**src/rtl/ppu_pkg.sv**
```systemverilog
// ppu_pkg: mode encodings, frame FSM states and small helpers shared by the
// pixel processing unit scheduler files.
package ppu_pkg;

    typedef enum logic [2:0] {
        MODE_PASS      = 3'd0,
        MODE_MASK      = 3'd1,
        MODE_DIAG      = 3'd2,
        MODE_XOR7      = 3'd3,
        MODE_XOR7_ANIM = 3'd4
    } mode_e;

    typedef enum logic [1:0] {
        IDLE,
        SYNC,
        RUN
    } state_e;

    localparam int TBL_DEPTH = 8;

    // Counter width for a count of n, never narrower than one bit.
    function automatic int cnt_width(input int n);
        return (n > 1) ? $clog2(n) : 1;
    endfunction

endpackage

```
**src/rtl/ppu_arb2.sv**
```systemverilog
// ppu_arb2: two-way round-robin strobe/ack arbiter that registers the
// winning byte onto the ppu input port and returns a one-cycle ack.
module ppu_arb2
    import ppu_pkg::*;
(
    input  logic       clk,
    input  logic       rst,
    input  logic [7:0] s0_data,
    input  logic       s0_stb,
    input  logic [7:0] s1_data,
    input  logic       s1_stb,
    input  logic       ppu_ack,
    output logic [7:0] ppu_data,
    output logic       ppu_stb,
    output logic       s0_ack,
    output logic       s1_ack
);

    logic prio;
    logic gnt;
    logic req0;
    logic req1;
    logic pick;

    // A requester whose ack is showing still holds its old strobe, so it is
    // masked until the strobe is sampled again.
    always_comb begin
        req0 = s0_stb && !s0_ack;
        req1 = s1_stb && !s1_ack;
        pick = req1 && (!req0 || prio);
    end

    always_ff @(posedge clk or negedge rst) begin
        if (!rst) begin
            prio     <= 1'b0;
            gnt      <= 1'b0;
            ppu_data <= '0;
            ppu_stb  <= 1'b0;
            s0_ack   <= 1'b0;
            s1_ack   <= 1'b0;
        end else begin
            s0_ack <= 1'b0;
            s1_ack <= 1'b0;
            if (!ppu_stb) begin
                if (req0 || req1) begin
                    gnt      <= pick;
                    ppu_data <= pick ? s1_data : s0_data;
                    ppu_stb  <= 1'b1;
                end
            end else if (ppu_ack) begin
                ppu_stb <= 1'b0;
                s0_ack  <= !gnt;
                s1_ack  <= gnt;
                prio    <= !gnt;
            end
        end
    end

endmodule

```
**src/rtl/ppu_sched.sv**
```systemverilog
// ppu_sched: shares the ppu input port between stream and host, paces ppu
// output pixels into frames and steps ppu_mode through a programmable table.
module ppu_sched #(
    parameter int H_PIX           = 32,
    parameter int V_LINES         = 32,
    parameter int FRAMES_PER_MODE = 60
) (
    input  logic       clk,
    input  logic       rst,
    input  logic       en,
    input  logic       cfg_we,
    input  logic [2:0] cfg_addr,
    input  logic [2:0] cfg_mode,
    input  logic [2:0] cfg_last,
    input  logic [7:0] s0_data,
    input  logic       s0_stb,
    input  logic [7:0] s1_data,
    input  logic       s1_stb,
    output logic       s0_ack,
    output logic       s1_ack,
    output logic [7:0] ppu_data,
    output logic       ppu_stb,
    input  logic       ppu_ack,
    input  logic       pix_stb,
    output logic       pix_ack,
    input  logic       pix_ready,
    output logic       ppu_sync,
    output logic [2:0] ppu_mode,
    output logic       frame_done,
    output logic [2:0] cur_idx
);
    import ppu_pkg::*;

    localparam int HW = cnt_width(H_PIX);
    localparam int VW = cnt_width(V_LINES);
    localparam int FW = cnt_width(FRAMES_PER_MODE);
    localparam logic [HW-1:0] H_LAST = HW'(H_PIX - 1);
    localparam logic [VW-1:0] V_LAST = VW'(V_LINES - 1);
    localparam logic [FW-1:0] F_LAST = FW'(FRAMES_PER_MODE - 1);

    state_e        state;
    logic [HW-1:0] h;
    logic [VW-1:0] v;
    logic [FW-1:0] frame_cnt;
    logic [2:0]    idx;
    logic [2:0]    idx_next;
    logic          mode_wrap;
    logic          last_pix;
    logic [2:0]    mode_tbl [TBL_DEPTH];

    ppu_arb2 u_arb (
        .clk      (clk),
        .rst      (rst),
        .s0_data  (s0_data),
        .s0_stb   (s0_stb),
        .s1_data  (s1_data),
        .s1_stb   (s1_stb),
        .ppu_ack  (ppu_ack),
        .ppu_data (ppu_data),
        .ppu_stb  (ppu_stb),
        .s0_ack   (s0_ack),
        .s1_ack   (s1_ack)
    );

    always_ff @(posedge clk or negedge rst) begin
        if (!rst) begin
            for (int i = 0; i < TBL_DEPTH; i++) mode_tbl[i] <= MODE_PASS;
        end else if (cfg_we) begin
            mode_tbl[cfg_addr] <= cfg_mode;
        end
    end

    always_comb begin
        mode_wrap = (frame_cnt == F_LAST);
        idx_next  = idx;
        if (mode_wrap) idx_next = (idx >= cfg_last) ? 3'd0 : idx + 3'd1;
    end

    assign cur_idx = idx;

    // The final pixel's ack is shown for a cycle before SYNC, giving the
    // one-cycle acceptance stall at every frame boundary.
    always_ff @(posedge clk or negedge rst) begin
        if (!rst) begin
            state      <= IDLE;
            h          <= '0;
            v          <= '0;
            frame_cnt  <= '0;
            idx        <= '0;
            last_pix   <= 1'b0;
            pix_ack    <= 1'b0;
            ppu_sync   <= 1'b0;
            frame_done <= 1'b0;
            ppu_mode   <= MODE_PASS;
        end else begin
            pix_ack    <= 1'b0;
            ppu_sync   <= 1'b0;
            frame_done <= 1'b0;
            unique case (state)
                IDLE: begin
                    if (en) begin
                        state     <= SYNC;
                        idx       <= 3'd0;
                        frame_cnt <= '0;
                        ppu_mode  <= mode_tbl[0];
                        ppu_sync  <= 1'b1;
                    end
                end
                SYNC: begin
                    state <= RUN;
                    h     <= '0;
                    v     <= '0;
                end
                RUN: begin
                    if (!en) begin
                        state     <= IDLE;
                        h         <= '0;
                        v         <= '0;
                        frame_cnt <= '0;
                        last_pix  <= 1'b0;
                    end else if (last_pix) begin
                        state      <= SYNC;
                        last_pix   <= 1'b0;
                        ppu_sync   <= 1'b1;
                        frame_done <= 1'b1;
                        idx        <= idx_next;
                        ppu_mode   <= mode_tbl[idx_next];
                        frame_cnt  <= mode_wrap ? '0 : frame_cnt + 1'b1;
                    end else if (pix_stb && pix_ready && !pix_ack) begin
                        pix_ack <= 1'b1;
                        if (h == H_LAST) begin
                            h <= '0;
                            if (v == V_LAST) begin
                                v        <= '0;
                                last_pix <= 1'b1;
                            end else begin
                                v <= v + 1'b1;
                            end
                        end else begin
                            h <= h + 1'b1;
                        end
                    end
                end
                default: state <= IDLE;
            endcase
        end
    end

endmodule

```
**config.mk**
```make
export PLATFORM = sky130hd
export DESIGN_NAME = ppu_sched
export DESIGN_NICKNAME = d
export VERILOG_FILES = /design/src/rtl/ppu_pkg.sv /design/src/rtl/ppu_arb2.sv /design/src/rtl/ppu_sched.sv
export SDC_FILE = /design/constraint.sdc
export NUM_CORES = 1
export LEC_CHECK = 0
export ABC_AREA = 1
export CAP_MARGIN = 20
export CORE_UTILIZATION = 53
export CTS_CLUSTER_SIZE = 30
export DETAILED_ROUTE_END_ITERATION = 16
export GPL_TIMING_DRIVEN = 0
export PLACE_DENSITY_LB_ADDON = 0.12
export SETUP_SLACK_MARGIN = 0.2
export SYNTH_ARGS = -nofsm -noshare
export SYNTH_HDL_FRONTEND = slang
export SYNTH_SLANG_ARGS = --single-unit
```
**constraint.sdc**
```tcl
create_clock -name clk -period 2.7 [get_ports clk]
set_clock_uncertainty 0.2 [all_clocks]
set_input_delay 0.54 -clock clk [delete_from_list [all_inputs] [get_ports clk]]
set_output_delay 0.54 -clock clk [all_outputs]
set_load 0.01 [all_outputs]
```
==> results of run 1 <==
critical path, stage by stage:
cell and delay (ns):
clkdlybuf4s50_1 0.45, inv_1 0.04, ha_1 0.29, a21oi_1 0.14, nand2_1 0.11, nand2_4 0.10, nand2_2 0.12, inv_1 0.17
nand3_1 0.10, nand3_1 0.08, nand3_1 0.11, a21oi_2 0.14
where the power goes:
group	total [mW]	internal [mW]	switching, mW
Sequential	1.35	1.20	0.152
Combinational	1.01	0.441	0.572
Clock	0.851	0.477	0.374
metal layers:
layer	up-vias	wire, um
met5	-	0
met3	13	365
li1	1464	-
met4	0	110
met1	1332	3220
met2	72	3290
cell usage after synthesis (2+ instances only):
cell,instances
a21oi_1,29
a31oi_1,2
buf_2,3
dfrtp_1,65
ha_1,9
inv_1,74
nand2_1,83
nand2_2,5
nand3_1,29
nand4_1,15
nor2_1,28
nor3_1,8
o21ai_0,40
o22ai_1,3
xor2_1,2
logic make-up after synthesis:
logic type / share of synthesized area (%)
compound gates: 12.6
xor+xnor: 0.531
fa+ha+maj: 3.41
buf+inv: 9.44
flops: 49.3
simple gates: 24.7
final cells by class:
cell class	count	area, um2
plain buffers	5	30.0
clock buffers	12	155
well taps	75	93.8
flip-flops and latches	65	1630
clock inverters	4	51.3
repair buffers	53	528
fillers	533	1820
multi-input cells	266	1370
inverters	75	282
sequential cells by signal, indices dropped and copies added (netlist names):
| register | cells |
|---|---|
| frame_cnt | 6 |
| v | 5 |
| cur_idx | 3 |
| u_arb.gnt | 1 |
| frame_done | 1 |
| u_arb.ppu_stb | 1 |
| u_arb.s1_ack | 1 |
| u_arb.prio | 1 |
| ppu_mode | 3 |
| u_arb.ppu_data | 8 |
| state | 2 |
| pix_ack | 1 |
| u_arb.s0_ack | 1 |
| h | 5 |
| mode_tbl | 24 |
| last_pix | 1 |
| ppu_sync | 1 |
what timing repair did:
item	in CTS	in global routing
setup buffers	0	0
endpoints found under the setup margin	0	3
gates resized for setup	0	3
cells in the final DEF, fill, tap and decap left out, drive strengths merged:
cell type	n
o21ai	41
clkinv	2
o22ai	3
a21oi	30
clkinvlp	1
a22oi	1
nand3b	1
ha	9
nor3	8
o21a	1
buf	5
xor2	2
nand2	89
nor4	1
nor3b	2
dfrtp	65
clkdlybuf4s50	52
or3	1
nand4	15
inv	75
bufinv	1
a31oi	2
clkbuf	13
nor2	30
nand3	30
through the flow:
step	instances	util, %	setup TNS, ns	setup WS [ns]
global route	555	69.5	0	0.201
CTS	555	69.3	0	0.283
floorplan	411	-	0	0.641
finish	555	69.5	0	0.363
detailed placement	539	65.8	-0.183	-0.0666
global placement	539	65.9	-81.59	-1.26
worst max-delay path by stage:
stage                           start          end  slack [ns]  cells after the start
after floorplan           cfg_last[2]  ppu_mode[0]        0.64                     12
after global placement            rst         h[1]       -1.26                      1
after detailed placement  cfg_last[2]  ppu_mode[2]       -0.07                     13
after CTS                 cfg_last[2]  ppu_mode[2]        0.28                     13
after global routing      cfg_last[2]  ppu_mode[1]        0.20                     13
final                     cfg_last[2]  ppu_mode[1]        0.36                     12
==> impl_metrics.env, run 1 <==
export IMPL_vias_per_cell=5.19
export IMPL_synth_ff_type="dfrtp_1"
export IMPL_rrSetupSlack_ns=0.57
export IMPL_hold_buffers=0
export IMPL_synthesis_area_um2=3300
export IMPL_relSlewSlack_pct=45.7
export IMPL_cellLeakagePower_nw=2.02
export IMPL_ir_drop_mv=0.592
export IMPL_synth_top_area_share_pct=49.3
export IMPL_yosys_top_cells_area="dfrtp_1 49%, nand2_1 9.4%, inv_1 8.4%"
export IMPL_max_cap_violations=0
export IMPL_worstReg2RegStart="cur_idx[0]"
export IMPL_startpoint_type="input pin"
export IMPL_synth_area_per_cell_um2=8.03
export IMPL_rr_endpoint="ppu_mode[1]"
export IMPL_final_area_um2=4140
export IMPL_netlist_instances=411
export IMPL_antenna_found_initial=0
export IMPL_routabilityCongestion=0.804
export IMPL_setup_violations=0
export IMPL_cp_end_kind="register"
export IMPL_die_area_um2=6540
export IMPL_worst_pin_slew_ns=0.814
export IMPL_rows=28
export IMPL_cellPowerDensity_nw_per_um2=778
export IMPL_gr_total_overflow=0
export IMPL_layout_nets=518
export IMPL_min_path_type="in2async"
export IMPL_path_clk_slew_ns=0.07
export IMPL_power_mw=3.22
export IMPL_wl_um=6990
export IMPL_core_area_um2=5960
export IMPL_crit_arrival_ns=2.41
export IMPL_grt_util_met3_pct=4.72
export IMPL_wl_per_cell_um=12.6
export IMPL_drive_above_1_share_pct=7.29
export IMPL_async_flop_share_pct=100
export IMPL_die_height_um=80.9
export IMPL_cts_root_buf="clkbuf_8"
export IMPL_synth_enable_flop_cells=0
export IMPL_crit_fanout=8
export IMPL_grt_usage_pct=23.8
export IMPL_drt_iter0_markers=184
export IMPL_drt_pass1_iter_count=4
export IMPL_htreeDepth=3
export IMPL_hold_viol_final=0
export IMPL_critPathKind="in2reg"
export IMPL_synth_cell_type_count=31
export IMPL_diodes=0
export IMPL_grt_pass1_wl_um=11900
export IMPL_cts_path_max_buffers=2
export IMPL_grt_max_degree=66
export IMPL_use_met1_pct=31.4
export IMPL_postRouteAntennaNets=0
export IMPL_cts_buffers=9
export IMPL_cts_sinks=65
export IMPL_r2r_cells=13
export IMPL_rsz0062_at_grt="no"
export IMPL_seq_area_frac_synth_pct=49.3
export IMPL_max_freq_ghz=0.428
export IMPL_portBuffers=53
export IMPL_period_share_pct=86.5
export IMPL_cts_tree="done"
export IMPL_grt_pass1_vias=2703
export IMPL_initial_core_util_pct=55.4
export IMPL_dpl_cell_area_um2=3920
export IMPL_synth_fp_nets=454
export IMPL_grt_busiest_layer="met2"
export IMPL_use_met2_pct=38.5
export IMPL_status="completed"
export IMPL_fin_hold_ws_ns=0.0836
export IMPL_slew_viol_final=0
export IMPL_clk_latency_ns=0.34
export IMPL_yosysTopAreaCell="dfrtp_1"
export IMPL_yosys_warnings=0
export IMPL_crit_required_ns=2.77
export IMPL_area_growth_pct=25.4
export IMPL_vias=2881
export IMPL_hpwlAfterDp_um=5090
export IMPL_die_w_um=80.9
export IMPL_drcViolationCount=0
export IMPL_post_route_min_period_ns=2.34
export IMPL_ioPinCount=54
export IMPL_ys_ff_latch=65
No activity file was read; power rests on OpenSTA's default activity.
==> run 2, diff against run 1 <==
--- a/config.mk
+++ b/config.mk
@@ -13,6 +13,7 @@
 export GPL_TIMING_DRIVEN = 0
 export PLACE_DENSITY_LB_ADDON = 0.12
 export SETUP_SLACK_MARGIN = 0.2
+export SLEW_MARGIN = 30
 export SYNTH_ARGS = -nofsm -noshare
 export SYNTH_HDL_FRONTEND = slang
 export SYNTH_SLANG_ARGS = --single-unit
==> run 2 against run 1 <==
Non-clock buffer count up 2. Sequential power about the same. Combinational power barely moved. Routed wire length rose by 1.2%. Total power is 0.69% lower. Sequential share of layout area fell by 0.15 points. Register-to-register slack about the same. Clock-buffer cell count is 1 higher. Critical path type unchanged.
==> impl_metrics.env, run 2 (same netlist as run 1, synthesis figures left out) <==
export IMPL_grt_usage_pct=24.0
export IMPL_final_cells=556
export IMPL_drt_iter0_markers=179
export IMPL_period_share_pct=87.2
export IMPL_grt_pass1_vias=2698
export IMPL_min_path_type="reg2reg"
export IMPL_gr_total_overflow=0
export IMPL_worstReg2RegStart="cur_idx[0]"
export IMPL_cp_end_kind="register"
export IMPL_rsz0062_at_grt="no"
export IMPL_fin_hold_ws_ns=0.285
export IMPL_rows=28
export IMPL_drive_above_1_share_pct=7.07
export IMPL_reg_largest_list="mode_tbl x24, u_arb.ppu_data x8, frame_cnt x6"
export IMPL_cts_path_max_buffers=2
export IMPL_startpoint_type="input pin"
export IMPL_hold_viol_final=0
export IMPL_wl_um=7070
export IMPL_cts_sinks=65
export IMPL_layout_commonest_cell="nand2_1"
export IMPL_layout_nets=520
export IMPL_ff_latch_area_um2=1630
export IMPL_htreeDepth=3
export IMPL_post_route_util_pct=69.8
export IMPL_multi_input_area_um2=1370
export IMPL_vias=2879
export IMPL_antenna_found_initial=0
export IMPL_routabilityCongestion=0.804
export IMPL_wl_per_cell_um=12.7
export IMPL_n_fill_cell=522
export IMPL_ir_drop_mv=0.691
export IMPL_largest_register_ffs=24
export IMPL_initial_core_util_pct=55.4
export IMPL_vias_per_cell=5.18
export IMPL_crit_arrival_ns=2.41
export IMPL_regMostFlops="mode_tbl"
export IMPL_postRouteAntennaNets=0
export IMPL_max_cap_violations=0
export IMPL_die_w_um=80.9
export IMPL_grt_pass1_wl_um=11900
export IMPL_setup_violations=0
export IMPL_drcViolationCount=0
export IMPL_cts_tree="done"
export IMPL_cellLeakagePower_nw=2.02
export IMPL_diodes=0
export IMPL_dp_cells=540
export IMPL_crit_start="cfg_last[2]"
export IMPL_die_height_um=80.9
export IMPL_cts_buffers=9
export IMPL_portBuffers=53
export IMPL_min_from="mode_tbl[9]"
export IMPL_status="completed"
export IMPL_core_area_um2=5960
export IMPL_max_freq_ghz=0.425
export IMPL_critPathKind="in2reg"
export IMPL_area_growth_pct=25.9
export IMPL_fin_ws_ns=0.347
export IMPL_rrSetupSlack_ns=0.56
export IMPL_slew_viol_final=0
export IMPL_die_area_um2=6540
export IMPL_dpl_worst_slack_ns=-0.0527
export IMPL_cts_root_buf="clkbuf_8"
export IMPL_drt_pass1_iter_count=4
export IMPL_power_mw=3.20
export IMPL_clk_latency_ns=0.34
export IMPL_worst_pin_slew_ns=0.717
export IMPL_relSlewSlack_pct=51.9
export IMPL_crit_required_ns=2.75
export IMPL_path_clk_slew_ns=0.06
export IMPL_post_route_min_period_ns=2.35
export IMPL_cellPowerDensity_nw_per_um2=770
export IMPL_grt_max_degree=36
export IMPL_crit_fanout=10
export IMPL_ioPinCount=54
export IMPL_final_cell_mix="82 x nand2_1, 73 x inv_1, 65 x dfrtp_1, 52 x clkdlybuf4s50_1, 40 x o21ai_0"
export IMPL_hpwlAfterDp_um=5320
[run 2: cell count changes in the layout (fill, tap and decap cells not counted), sizes merged]
cell	change
buf	+1
clkbuf	+1
clkinv	-2
dlygate4sd3	+1
[run 2: area by class of cell]
class	count	share of cell area (%)
clock inverter	2	0.903
buffer	5	0.723
sequential	65	39.1
clock buffer	13	3.82
multi-input combinational	266	32.9
tap	75	2.26
timing repair buffer	55	13.4
inverter	75	6.78
[run 2: worst paths after layout]
| path | end | cells after the start |
|---|---|---|
| max in group asynchronous | v[1] | 3 |
| min in group asynchronous | ppu_mode[0] | 2 |
| worst max-delay path | ppu_mode[2] | 13 |
| worst min-delay path | mode_tbl[9] | 2 |
| worst max register to register | ppu_mode[2] | 14 |
| worst min register to register | mode_tbl[9] | 2 |
[run 2: worst max-delay path, cell delays in order]
cell             delay (ns)
clkdlybuf4s50_1        0.45
inv_1                  0.04
ha_1                   0.29
a21oi_1                0.14
nand2_1                0.11
nand2_4                0.10
nand3_2                0.11
buf_6                  0.17
nand2_1                0.06
nand3_1                0.08
nand3_1                0.08
nand3_1                0.10
a21oi_1                0.14
[run 2: what timing repair did]
item | CTS | global route
setup buffers | 0 | 0
resized for setup | 0 | 3
hold buffers | 1 | 0
setup endpoints to repair | 0 | 3
endpoints found under the hold margin | 30 | 0
[run 2: metrics by stage]
stage	instance area, um2	TNS [ns]
2_1_floorplan	3300	0
3_3_place_gp	3920	-81.59
4_1_cts	4150	0
3_5_place_dp	3940	-0.139
6_report	4160	0
5_1_grt	4160	0
[run 2: where the power goes]
| group | leakage (nW) | internal [mW] | switching [mW] |
|---|---|---|---|
| clock network | 0.0957 | 0.473 | 0.355 |
| registers | 0.829 | 1.20 | 0.153 |
| logic | 1.10 | 0.443 | 0.571 |
[run 2: layer usage]
| layer | global-route usage (%) | up-vias | share of wire, % |
|---|---|---|---|
| li1 | - | 1462 | - |
| met1 | 30.7 | 1317 | 46 |
| met2 | 39.2 | 83 | 47 |
| met3 | 5.28 | 17 | 5.1 |
| met4 | 10.0 | 0 | 1.9 |
| met5 | 0 | - | 0 |
